**src/rtl/vga_timing_pkg.sv**
```systemverilog
// ----------------------------------------------------------------------------
// vga_timing_pkg : 640x480@60 defaults, total helpers, widths -- rev 1.0
// ----------------------------------------------------------------------------
`default_nettype none

package vga_timing_pkg;

  localparam int DEF_H_ACTIVE      = 640;
  localparam int DEF_H_FRONT_PORCH = 16;
  localparam int DEF_H_SYNC_PULSE  = 96;
  localparam int DEF_H_BACK_PORCH  = 48;
  localparam int DEF_V_ACTIVE      = 480;
  localparam int DEF_V_FRONT_PORCH = 10;
  localparam int DEF_V_SYNC_PULSE  = 2;
  localparam int DEF_V_BACK_PORCH  = 33;
  localparam int DEF_SYNC_DELAY    = 1;
  localparam int DEF_FRAME_BITS    = 5;

  function automatic int h_total(input int active, input int front,
                                 input int sync, input int back);
    return active + front + sync + back;
  endfunction

  function automatic int v_total(input int active, input int front,
                                 input int sync, input int back);
    return active + front + sync + back;
  endfunction

  localparam int DEF_H_TOTAL = h_total(DEF_H_ACTIVE, DEF_H_FRONT_PORCH,
                                       DEF_H_SYNC_PULSE, DEF_H_BACK_PORCH);
  localparam int DEF_V_TOTAL = v_total(DEF_V_ACTIVE, DEF_V_FRONT_PORCH,
                                       DEF_V_SYNC_PULSE, DEF_V_BACK_PORCH);
  localparam int DEF_X_BITS  = $clog2(DEF_H_TOTAL);
  localparam int DEF_Y_BITS  = $clog2(DEF_V_TOTAL);

  typedef struct packed {
    logic hsync;
    logic vsync;
    logic de;
  } sync_bits_t;

  localparam int SYNC_WIDTH = $bits(sync_bits_t);

endpackage

`default_nettype wire

```
**src/rtl/vga_timing_sync_delay_line.sv**
```systemverilog
// ----------------------------------------------------------------------------
// sync_delay_line : enabled shift register, depth 0 is a plain wire -- rev 1.0
// ----------------------------------------------------------------------------
`default_nettype none

module sync_delay_line #(
  parameter int WIDTH = 3,
  parameter int DEPTH = 1
) (
  input  logic             clk,
  input  logic             rst_n,
  input  logic             en,
  input  logic [WIDTH-1:0] rst_val,
  input  logic [WIDTH-1:0] din,
  output logic [WIDTH-1:0] dout
);

  generate
    if (DEPTH == 0) begin : g_wire
      logic unused_ctrl;
      assign unused_ctrl = ^{clk, rst_n, en, rst_val};
      assign dout        = din;
    end else begin : g_shift
      logic [WIDTH-1:0] stage [DEPTH];

      always_ff @(posedge clk or negedge rst_n) begin
        if (!rst_n) begin
          for (int i = 0; i < DEPTH; i++) stage[i] <= rst_val;
        end else if (en) begin
          stage[0] <= din;
          for (int i = 1; i < DEPTH; i++) stage[i] <= stage[i-1];
        end
      end

      assign dout = stage[DEPTH-1];
    end
  endgenerate

endmodule

`default_nettype wire

```
**src/rtl/vga_timing.sv**
```systemverilog
// ----------------------------------------------------------------------------
// vga_timing : raster/frame counters, strobes, delayed sync and de -- rev 1.0
// ----------------------------------------------------------------------------
`default_nettype none

module vga_timing
  import vga_timing_pkg::*;
#(
  parameter int   H_ACTIVE      = DEF_H_ACTIVE,
  parameter int   H_FRONT_PORCH = DEF_H_FRONT_PORCH,
  parameter int   H_SYNC_PULSE  = DEF_H_SYNC_PULSE,
  parameter int   H_BACK_PORCH  = DEF_H_BACK_PORCH,
  parameter int   V_ACTIVE      = DEF_V_ACTIVE,
  parameter int   V_FRONT_PORCH = DEF_V_FRONT_PORCH,
  parameter int   V_SYNC_PULSE  = DEF_V_SYNC_PULSE,
  parameter int   V_BACK_PORCH  = DEF_V_BACK_PORCH,
  parameter logic HSYNC_ACTIVE  = 1'b0,
  parameter logic VSYNC_ACTIVE  = 1'b0,
  parameter int   SYNC_DELAY    = DEF_SYNC_DELAY,
  parameter int   FRAME_BITS    = DEF_FRAME_BITS,
  localparam int  H_TOTAL = h_total(H_ACTIVE, H_FRONT_PORCH, H_SYNC_PULSE, H_BACK_PORCH),
  localparam int  V_TOTAL = v_total(V_ACTIVE, V_FRONT_PORCH, V_SYNC_PULSE, V_BACK_PORCH),
  localparam int  X_BITS  = $clog2(H_TOTAL),
  localparam int  Y_BITS  = $clog2(V_TOTAL)
) (
  input  logic                  clk,
  input  logic                  rst_n,
  input  logic                  pix_en,
  output logic [X_BITS-1:0]     pixel_x,
  output logic [Y_BITS-1:0]     pixel_y,
  output logic                  active,
  output logic                  line_start,
  output logic                  frame_start,
  output logic [FRAME_BITS-1:0] frame_count,
  output logic                  hsync,
  output logic                  vsync,
  output logic                  de
);

  localparam logic [X_BITS-1:0] X_LAST = X_BITS'(H_TOTAL - 1);
  localparam logic [Y_BITS-1:0] Y_LAST = Y_BITS'(V_TOTAL - 1);

  // Sync windows use inclusive last positions so they always fit the counter width.
  localparam logic [X_BITS-1:0] HS_FIRST = X_BITS'(H_ACTIVE + H_FRONT_PORCH);
  localparam logic [X_BITS-1:0] HS_LAST  = X_BITS'(H_ACTIVE + H_FRONT_PORCH + H_SYNC_PULSE - 1);
  localparam logic [Y_BITS-1:0] VS_FIRST = Y_BITS'(V_ACTIVE + V_FRONT_PORCH);
  localparam logic [Y_BITS-1:0] VS_LAST  = Y_BITS'(V_ACTIVE + V_FRONT_PORCH + V_SYNC_PULSE - 1);
  localparam logic [X_BITS:0]   X_ACT    = (X_BITS+1)'(H_ACTIVE);
  localparam logic [Y_BITS:0]   Y_ACT    = (Y_BITS+1)'(V_ACTIVE);

  localparam sync_bits_t SYNC_IDLE = '{hsync: ~HSYNC_ACTIVE, vsync: ~VSYNC_ACTIVE, de: 1'b0};

  sync_bits_t raw_sync;
  sync_bits_t dly_sync;
  logic       x_last;
  logic       y_last;

  assign x_last = (pixel_x == X_LAST);
  assign y_last = (pixel_y == Y_LAST);

  always_ff @(posedge clk or negedge rst_n) begin
    if (!rst_n) begin
      pixel_x     <= '0;
      pixel_y     <= '0;
      frame_count <= '0;
    end else if (pix_en) begin
      if (x_last) begin
        pixel_x <= '0;
        if (y_last) begin
          pixel_y     <= '0;
          frame_count <= frame_count + 1'b1;
        end else begin
          pixel_y <= pixel_y + 1'b1;
        end
      end else begin
        pixel_x <= pixel_x + 1'b1;
      end
    end
  end

  always_comb begin
    active      = ({1'b0, pixel_x} < X_ACT) && ({1'b0, pixel_y} < Y_ACT);
    line_start  = pix_en && (pixel_x == '0);
    frame_start = line_start && (pixel_y == '0);

    raw_sync.hsync = ((pixel_x >= HS_FIRST) && (pixel_x <= HS_LAST)) ? HSYNC_ACTIVE : ~HSYNC_ACTIVE;
    raw_sync.vsync = ((pixel_y >= VS_FIRST) && (pixel_y <= VS_LAST)) ? VSYNC_ACTIVE : ~VSYNC_ACTIVE;
    raw_sync.de    = active;
  end

  sync_delay_line #(
    .WIDTH (SYNC_WIDTH),
    .DEPTH (SYNC_DELAY)
  ) u_sync_dly (
    .clk     (clk),
    .rst_n   (rst_n),
    .en      (pix_en),
    .rst_val (SYNC_IDLE),
    .din     (raw_sync),
    .dout    (dly_sync)
  );

  assign hsync = dly_sync.hsync;
  assign vsync = dly_sync.vsync;
  assign de    = dly_sync.de;

endmodule

`default_nettype wire

```
**config.mk**
```make
export PLATFORM = sky130hd
export DESIGN_NAME = vga_timing
export DESIGN_NICKNAME = d
export VERILOG_FILES = /design/src/rtl/vga_timing_pkg.sv /design/src/rtl/vga_timing_sync_delay_line.sv /design/src/rtl/vga_timing.sv
export SDC_FILE = /design/constraint.sdc
export NUM_CORES = 1
export LEC_CHECK = 0
export CAP_MARGIN = 0
export CORE_MARGIN = 10
export CORE_UTILIZATION = 49
export CTS_CLUSTER_SIZE = 20
export DETAILED_ROUTE_END_ITERATION = 7
export PLACE_DENSITY = 0.79
export SLEW_MARGIN = 25
export SYNTH_ARGS = -nofsm -noshare
export SYNTH_HDL_FRONTEND = slang
export SYNTH_SLANG_ARGS = --single-unit
export TNS_END_PERCENT = 100
```
**constraint.sdc**
```tcl
create_clock -name clk -period 1.9 [get_ports clk]
set_input_delay 0.285 -clock clk [delete_from_list [all_inputs] [get_ports clk]]
set_output_delay 0.285 -clock clk [all_outputs]
set_load 0.1 [all_outputs]
```
==> out/results.ini, run 1 <==
[sta]
hold_viol_final = 0
setup_tns_ns = -0.3622
period_minus_slack_ns = 2.141
slew_headroom_pct = 76.53
fin_crit_sh_pct = 112.7
final.setup.worst_slack_ns = -0.2410
fin_skew_ns = 0.006457
rsz0062_at_grt = true
finalSetupViolCount = 2
drv_slew = 0
worst_pin_slew_ns = 0.3520
timing.fmax_mhz = 467.1
whs_ns = 0.3122

[setup_path]
regToRegEndpoint = pixel_y[9]$_DFFE_PN0P_
path_depth = 6
r2r_slack_ns = 0.04
cpMostUsedCell = and4_4
crit_family = simple AND/OR/NAND/NOR gates
r2r_start = pixel_x[0]$_DFFE_PN0P_
cp_data_arrival_time_ns = 1.86
cp_cell_sequence = inv_4 -> ha_4 -> nor4b_4 -> and4_4 -> and4_4 -> buf_12
cp-start-kind = register
critical_path_peak_fanout = 2
cpPeakStageDelay_ns = 0.52
r2r_cells = 6
cp-end-kind = primary output
crit_slowest_cell = dfrtp_4
crit_buf_inv = 2
path_class = reg -> out
required_ns = 1.62

[yosys]
yosysUniqueCellTypes = 35
yosysTopAreaCell = dfrtp_1
async_flop_share_pct = 100.0
synth.top_cell.area_share_pct = 44.60
avgSynthCellArea_um2 = 10.35
yosys_most_used_dff = dfrtp_1
ys_ff_latch = 28
synth_area_leaders = dfrtp_1, xor2_1, ha_1
yosysWarnings = 0
synth_seq_area_share_pct = 48.20
syn_inst = 141
synth-edff-count = 0
netlist_area_um2 = 1459
syn_nets = 149

[global_routing]
grt_max_degree = 29
antenna_found_initial = 0
grt_pass1_wl_um = 6044
grt_util_all_layers_pct = 13.92
grt_pass1_vias = 1246
overflow = 0

[clock_tree]
clock_latency_ns = 0.33
cts_tree = yes
cts_made_buffers = 3
cts_max_path_buffers = 2
cts.sinks = 28
clockRootBuffer = clkbuf_4
htreeDepth = 1
hold_buffers = 0
clkTransAtPathRegs_ns = 0.14

[place]
dp_hpwl_um = 2801
place.gp.congestion = 0.8701
portBuffers = 33

[power_and_ir_drop]
power_leakage_uw = 0.001003
power_density_nw_per_um2 = 847.1
power_uw = 1844
peakVddDrop_uv = 725.4

[floorplanning]
rows = 19
initial_core_util_pct = 52.01
die_h_um = 74.57
core_area_um2 = 2805
pin_count = 34
dieArea_um2 = 5560
die_w_um = 74.57

[detailed_routing]
vias = 1236
first_pass_iters = 4
wl_um = 3791
antenna_left = 0
vias_per_cell = 5.445
drtIter0Drc = 61
routedWlPerCell_um = 16.70
drc_errors = 0

[layout]
fill_cells = 174
layout-drive-gt1-share_pct = 50.51
fin_nets = 205
areaGrowthSynthToFinish_pct = 49.23
antennaDiodeCount = 0

[min_path]
hold_class = in -> async

[flow_run]
maxCapViolCount = 0

[status]
violations = setup timing
status = finished, violations left

## cells in the mapped netlist, types with 2 or more instances
master,n
and2_1,3
and3_1,8
nand3b_1,2
nor2_1,7
o21ai_0,5
clkbuf_1,3
or4_1,2
xor2_1,10
ha_1,5
inv_1,5
nand4_1,2
xnor2_1,6
nand2_1,9
mux2i_1,3
dfrtp_1,26
and4_1,4
a21oi_1,4
nand3_1,12
mux2_2,2
nor3_1,7
dfstp_2,2
## stage by stage
stage | util (%) | setup WS [ns] | instances | area (um^2)
after floorplan | - | -0.3320 | 141 | 1528
after global placement | 72.57 | 0.05649 | 214 | 2036
after detailed placement | 72.57 | -0.002457 | 214 | 2036
after CTS | 76.09 | -0.2463 | 223 | 2135
after global routing | 77.61 | -0.3112 | 227 | 2177
final | 77.61 | -0.2410 | 227 | 2177
## state kept, by name, summed over array words and instances, names as in the netlist
name / count
u_sync_dly.dout: 3
pixel_x: 10
frame_count: 5
pixel_y: 10
## repair_timing
item | in CTS | in global routing
gates resized for setup | 7 | 6
buffers inserted | 5 | 4
pin swaps | 2 | 2
hold endpoints to repair | 0 | 0
setup endpoints to repair | 3 | 12
## how the worst max path moves through the flow
stage	slack (ns)	to	start
floorplan	-0.33	frame_start	pixel_x[0]$_DFFE_PN0P_
global placement	0.06	pixel_y[9]$_DFFE_PN0P_	pix_en
detailed placement	-0.002	pixel_y[8]$_DFFE_PN0P_	pix_en
CTS	-0.25	frame_start	pixel_x[0]$_DFFE_PN0P_
global route	-0.31	frame_start	pixel_x[1]$_DFFE_PN0P_
finish	-0.24	frame_start	pixel_x[1]$_DFFE_PN0P_
## placed cells by master (no fill, tap or decap), types with 4 or more instances in the layout
cell     synthesis  routed
nor3_1           7       6
buf_12           0      11
buf_4            1      41
xor2_1          10      10
dfrtp_1         26       6
ha_1             5       4
nand3_1         12      12
nor2_1           7       7
and3_1           8       6
dfrtp_2          0      12
dfrtp_4          0       8
o21ai_0          5       5
a21oi_1          4       4
xnor2_1          6       6
nand2_1          9       8
## final cells by class
cell class	instances	area (um^2)	share of cell area, %
clock buffer	4	26.28	1.207
timing repair buffer	55	559.3	25.69
multi-input combinational	104	780.7	35.86
tap	31	38.79	1.782
inverter	5	23.77	1.092
sequential	28	748.2	34.37
## logic make-up after synthesis
kind of cell	Yosys count	share of synthesized area, %
compound gates	13	5.403
xor+xnor	16	9.605
fa+ha+maj	5	4.288
buf+inv	9	2.573
flops	28	48.20
mux	5	3.602
simple gates	65	26.33
## where the power goes
group          internal (uW)  switching, uW  total, uW
sequential               664           86.3        751
combinational            248            597        844
clock                   82.3            167        249
total                    994            850       1840
## layer usage
layer	global-route usage, %	up-vias	routed length (um)
li1	-	607	-
met1	16.93	590	1655
met2	23.82	34	1885
met3	2.926	5	209
met4	4.832	0	40
met5	0	-	0
(Power assumes the default switching activity.)
==> run 2: changes to the inputs <==
--- a/config.mk
+++ b/config.mk
@@ -7,10 +7,9 @@
 export LEC_CHECK = 0
 export CAP_MARGIN = 0
 export CORE_MARGIN = 10
-export CORE_UTILIZATION = 49
+export CORE_UTILIZATION = 33
 export CTS_CLUSTER_SIZE = 20
 export DETAILED_ROUTE_END_ITERATION = 7
-export PLACE_DENSITY = 0.79
 export SLEW_MARGIN = 25
 export SYNTH_ARGS = -nofsm -noshare
 export SYNTH_HDL_FRONTEND = slang
==> out/results.ini, run 2 (same netlist as run 1, synthesis figures left out) <==
[status]
status = finished, violations left
violations = setup timing

[floorplanning]
die_h_um = 86.49
dieArea_um2 = 7481
initial_core_util_pct = 33.74
die_w_um = 86.49
core_area_um2 = 4324
rows = 24
pin_count = 34

[clock_tree]
hold_buffers = 0
cts.sinks = 28
clkTransAtPathRegs_ns = 0.10
htreeDepth = 1
cts_tree = yes
cts_made_buffers = 3
cts_max_path_buffers = 2
clock_latency_ns = 0.28
clockRootBuffer = clkbuf_8

[setup_path]
r2r_start = pixel_x[0]$_DFFE_PN0P_
cp_data_arrival_time_ns = 1.82
regToRegEndpoint = pixel_y[9]$_DFFE_PN0P_
path_class = reg -> out
required_ns = 1.62
r2r_cells = 6
r2r_slack_ns = 0.05
cp-end-kind = primary output
critical_path_peak_fanout = 2
cp-start-kind = register

[min_path]
hold_class = in -> async

[layout]
fill_cells = 406
areaGrowthSynthToFinish_pct = 53.26
reg_top3 = pixel_x: 10 flops, pixel_y: 10 flops, frame_count: 5 flops
antennaDiodeCount = 0
mostFrequentLayoutCells = buf_4, dfrtp_2, buf_12
fin_nets = 201
layout-drive-gt1-share_pct = 49.48
final_core_util_pct = 51.71
layout_commonest_cell = buf_4

[sta]
slew_headroom_pct = 76.03
rsz0062_at_grt = true
fin_crit_sh_pct = 111.0
setup_tns_ns = -0.2999
hold_viol_final = 0
period_minus_slack_ns = 2.109
worst_pin_slew_ns = 0.3595
finalSetupViolCount = 2
fin_skew_ns = 0.006109
timing.fmax_mhz = 474.2
final.setup.worst_slack_ns = -0.2088
drv_slew = 0

[power_and_ir_drop]
power_uw = 2056
power_density_nw_per_um2 = 919.5
peakVddDrop_uv = 660.7
intPower_uw = 1188
power_switching_uw = 867.7
p_clk_share_pct = 23.3
switching_share_pct = 42.21
seq_power_share_pct = 36.3
power_leakage_uw = 0.001010
pwr-share-comb_pct = 40.4

[detailed_routing]
wl_um = 3915
vias_per_cell = 5.098
antenna_left = 0
routedWlPerCell_um = 16.05
drc_errors = 0
first_pass_iters = 4
drtIter0Drc = 68
vias = 1244

[global_routing]
grt_pass1_vias = 1307
grt_util_all_layers_pct = 10.65
grt_max_degree = 29
antenna_found_initial = 0
overflow = 0
grt_pass1_wl_um = 6624

[place]
place.gp.congestion = 0.8052
portBuffers = 33
dp_hpwl_um = 2944

[flow_run]
maxCapViolCount = 0

run 2: cell types whose count changed in the layout (fill, tap and decap cells not counted), sizes merged:
cell and delta:
buf -4, bufinv +1, clkbuf -1
run 2: worst max path at each step:
stage	cells past startpoint	start	end
after global placement	5	pix_en	pixel_y[9]$_DFFE_PN0P_
after global routing	6	pixel_x[0]$_DFFE_PN0P_	frame_start
after detailed placement	5	pix_en	pixel_y[9]$_DFFE_PN0P_
after floorplan	5	pixel_x[0]$_DFFE_PN0P_	frame_start
after CTS	6	pixel_x[0]$_DFFE_PN0P_	frame_start
final	6	pixel_x[0]$_DFFE_PN0P_	frame_start
run 2: metrics by stage:
| stage | instances | setup WS, ns | instance area [um^2] | hold slack [ns] |
|---|---|---|---|---|
| floorplan | 141 | -0.3320 | 1528 | -0.01059 |
| global placement | 234 | 0.03394 | 2067 | 0.4596 |
| detailed placement | 234 | -0.02116 | 2067 | 0.4599 |
| CTS | 240 | -0.2095 | 2162 | 0.3874 |
| global route | 244 | -0.2561 | 2236 | 0.4257 |
| finish | 244 | -0.2088 | 2236 | 0.3805 |
run 2: power groups by stage:
stage	Sequential (uW)	Combinational, uW	Clock [uW]
2_1_floorplan	1140	152	0
3_3_place_gp	750	755	0
3_5_place_dp	752	760	0
4_1_cts	742	795	493
5_1_grt	758	870	517
6_report	746	831	479
run 2: layout make-up:
cell class	count	area, um^2	share of cell area [%]
clock buffer	3	41.29	1.847
multi-input combinational	104	792.0	35.42
inverter	5	21.27	0.9513
clock inverter	1	30.03	1.343
sequential	28	748.2	33.46
tap	52	65.06	2.910
timing repair buffer	51	538.0	24.06
run 2: worst max-delay path, stage by stage, from the launching register on:
cell     delay [ns]
dfrtp_4        0.50
inv_2          0.08
ha_4           0.12
nor4b_4        0.18
and4_4         0.26
and4_4         0.23
buf_12         0.17
run 2: what timing repair did:
item / in CTS / in global routing
gates resized for setup: 1 / 11
pin swaps: 1 / 2
hold endpoints to repair: 0 / 0
buffers inserted: 2 / 4
endpoints found under the setup margin: 2 / 11
run 2: metal layers:
metal,global-route usage (%),wire length [um],vias to the layer above
met5,0,0,-
met4,4.124,77,0
met3,2.251,209,7
met2,16.91,1939,34
met1,13.75,1689,603
li1,-,-,600
==> run 3: changes to the inputs <==
--- a/config.mk
+++ b/config.mk
@@ -5,12 +5,10 @@
 export SDC_FILE = /design/constraint.sdc
 export NUM_CORES = 1
 export LEC_CHECK = 0
-export CAP_MARGIN = 0
 export CORE_MARGIN = 10
-export CORE_UTILIZATION = 33
+export CORE_UTILIZATION = 27
 export CTS_CLUSTER_SIZE = 20
 export DETAILED_ROUTE_END_ITERATION = 7
-export SLEW_MARGIN = 25
 export SYNTH_ARGS = -nofsm -noshare
 export SYNTH_HDL_FRONTEND = slang
 export SYNTH_SLANG_ARGS = --single-unit
==> out/results.ini, run 3 (same netlist as run 1, synthesis figures left out) <==
[flow_run]
maxCapViolCount = 0

[power_and_ir_drop]
power_density_nw_per_um2 = 842.9
power_uw = 1935
power_leakage_uw = 0.001024
peakVddDrop_uv = 695.5

[status]
violations = setup timing
status = finished, violations left

[detailed_routing]
vias_per_cell = 4.592
antenna_left = 0
wl_um = 3801
first_pass_iters = 4
drc_errors = 0
drtIter0Drc = 92
vias = 1217
routedWlPerCell_um = 14.34

[sta]
final.setup.worst_slack_ns = -0.1795
setup_tns_ns = -0.3132
slew_headroom_pct = 75.86
fin_crit_sh_pct = 109.4
rsz0062_at_grt = true
timing.fmax_mhz = 480.9
hold_viol_final = 0
fin_skew_ns = 0.004775
finalSetupViolCount = 2
period_minus_slack_ns = 2.080
worst_pin_slew_ns = 0.3621
drv_slew = 0

[floorplanning]
core_area_um2 = 5172
rows = 26
dieArea_um2 = 8743
pin_count = 34
die_w_um = 93.51
initial_core_util_pct = 28.21
die_h_um = 93.51

[global_routing]
grt_util_all_layers_pct = 8.938
antenna_found_initial = 0
grt_max_degree = 29
grt_pass1_wl_um = 6472
grt_pass1_vias = 1298
overflow = 0

[setup_path]
required_ns = 1.62
r2r_cells = 7
critical_path_peak_fanout = 2
path_class = reg -> out
cp_data_arrival_time_ns = 1.79
cp-start-kind = register
cp-end-kind = primary output

[layout]
antennaDiodeCount = 0
layout_commonest_cell = buf_4
stdcell_area_um2 = 2296
mostFrequentLayoutCells = buf_4, buf_12, nand3_1, dfrtp_2, xor2_1
fin_nets = 204
layout-drive-gt1-share_pct = 51.28
fill_cells = 493
reg_top3 = pixel_x: 10 flops, pixel_y: 10 flops, frame_count: 5 flops
areaGrowthSynthToFinish_pct = 57.38

[place]
dp_hpwl_um = 2812
place.gp.congestion = 0.7782
portBuffers = 33
place_area_um2 = 2102

[clock_tree]
cts_made_buffers = 3
htreeDepth = 1
clockRootBuffer = clkbuf_8
cts_tree = yes
cts.sinks = 28
clkTransAtPathRegs_ns = 0.10
clock_latency_ns = 0.27
cts_max_path_buffers = 2

[min_path]
hold_class = in -> async

[run 3: area by class of cell]
cell class,count,area (um^2),area share (%)
inverters,5,23.77,1.035
flip-flops and latches,28,748.2,32.59
repair buffers,54,593.1,25.83
multi-input cells,104,788.3,34.33
well taps,70,87.58,3.815
clock buffers,4,55.05,2.398
[run 3: metal layers]
| layer | share of wire [%] | vias to the layer above | routed length, um | track usage, % |
|---|---|---|---|---|
| met5 | 0 | - | 0 | 0 |
| met4 | 1.1 | 0 | 41 | 3.342 |
| met3 | 4.9 | 2 | 185 | 1.759 |
| met2 | 48 | 25 | 1835 | 14.68 |
| met1 | 46 | 580 | 1738 | 11.26 |
| li1 | - | 610 | - | - |
[run 3: where the power goes]
part           leakage (uW)  total (uW)  switching [uW]  internal (uW)
registers          0.000330         745            81.4            664
logic              0.000665         817             579            237
clock network     0.0000288         373             188            185
total               0.00102        1940             848           1090
[run 3: path summary, 6_finish.rpt]
check | from | end | slack (ns)
worst max-delay path | pixel_x[1]$_DFFE_PN0P_ | frame_start | -0.18
worst min register to register | frame_count[4]$_DFFE_PN0P_ | frame_count[4]$_DFFE_PN0P_ | 0.48
max in group asynchronous | rst_n | u_sync_dly.dout[1]$_DFFE_PN1P_ | 1.21
min in group clk | frame_count[4]$_DFFE_PN0P_ | frame_count[4]$_DFFE_PN0P_ | 0.48
worst max register to register | pixel_x[0]$_DFFE_PN0P_ | frame_count[1]$_DFFE_PN0P_ | 0.08
worst min-delay path | rst_n | pixel_x[3]$_DFFE_PN0P_ | 0.37
[run 3: repair_timing]
item / in CTS / in global routing
setup buffers: 4 / 5
hold buffers: 0 / 0
endpoints found under the setup margin: 3 / 11
resized for setup: 2 / 13
endpoints found under the hold margin: 0 / 0
pin swaps: 3 / 2
[run 3: metrics by stage]
stage                     util [%]  instances  hold slack, ns  worst slack, ns
after global routing         44.39        265          0.4118          -0.2587
after CTS                    42.50        260          0.3893          -0.2020
after global placement       40.64        252          0.4606          0.04092
after detailed placement     40.64        252          0.4702          0.01502
after floorplan                  -        141        -0.01059          -0.3320
final                        44.39        265          0.3750          -0.1795
[run 3: worst max-delay path, stage by stage (launching register included)]
cell     delay [ns]
dfrtp_4        0.50
inv_4          0.07
ha_4           0.12
nor4b_4        0.18
and4_4         0.26
and4_4         0.23
buf_12         0.17
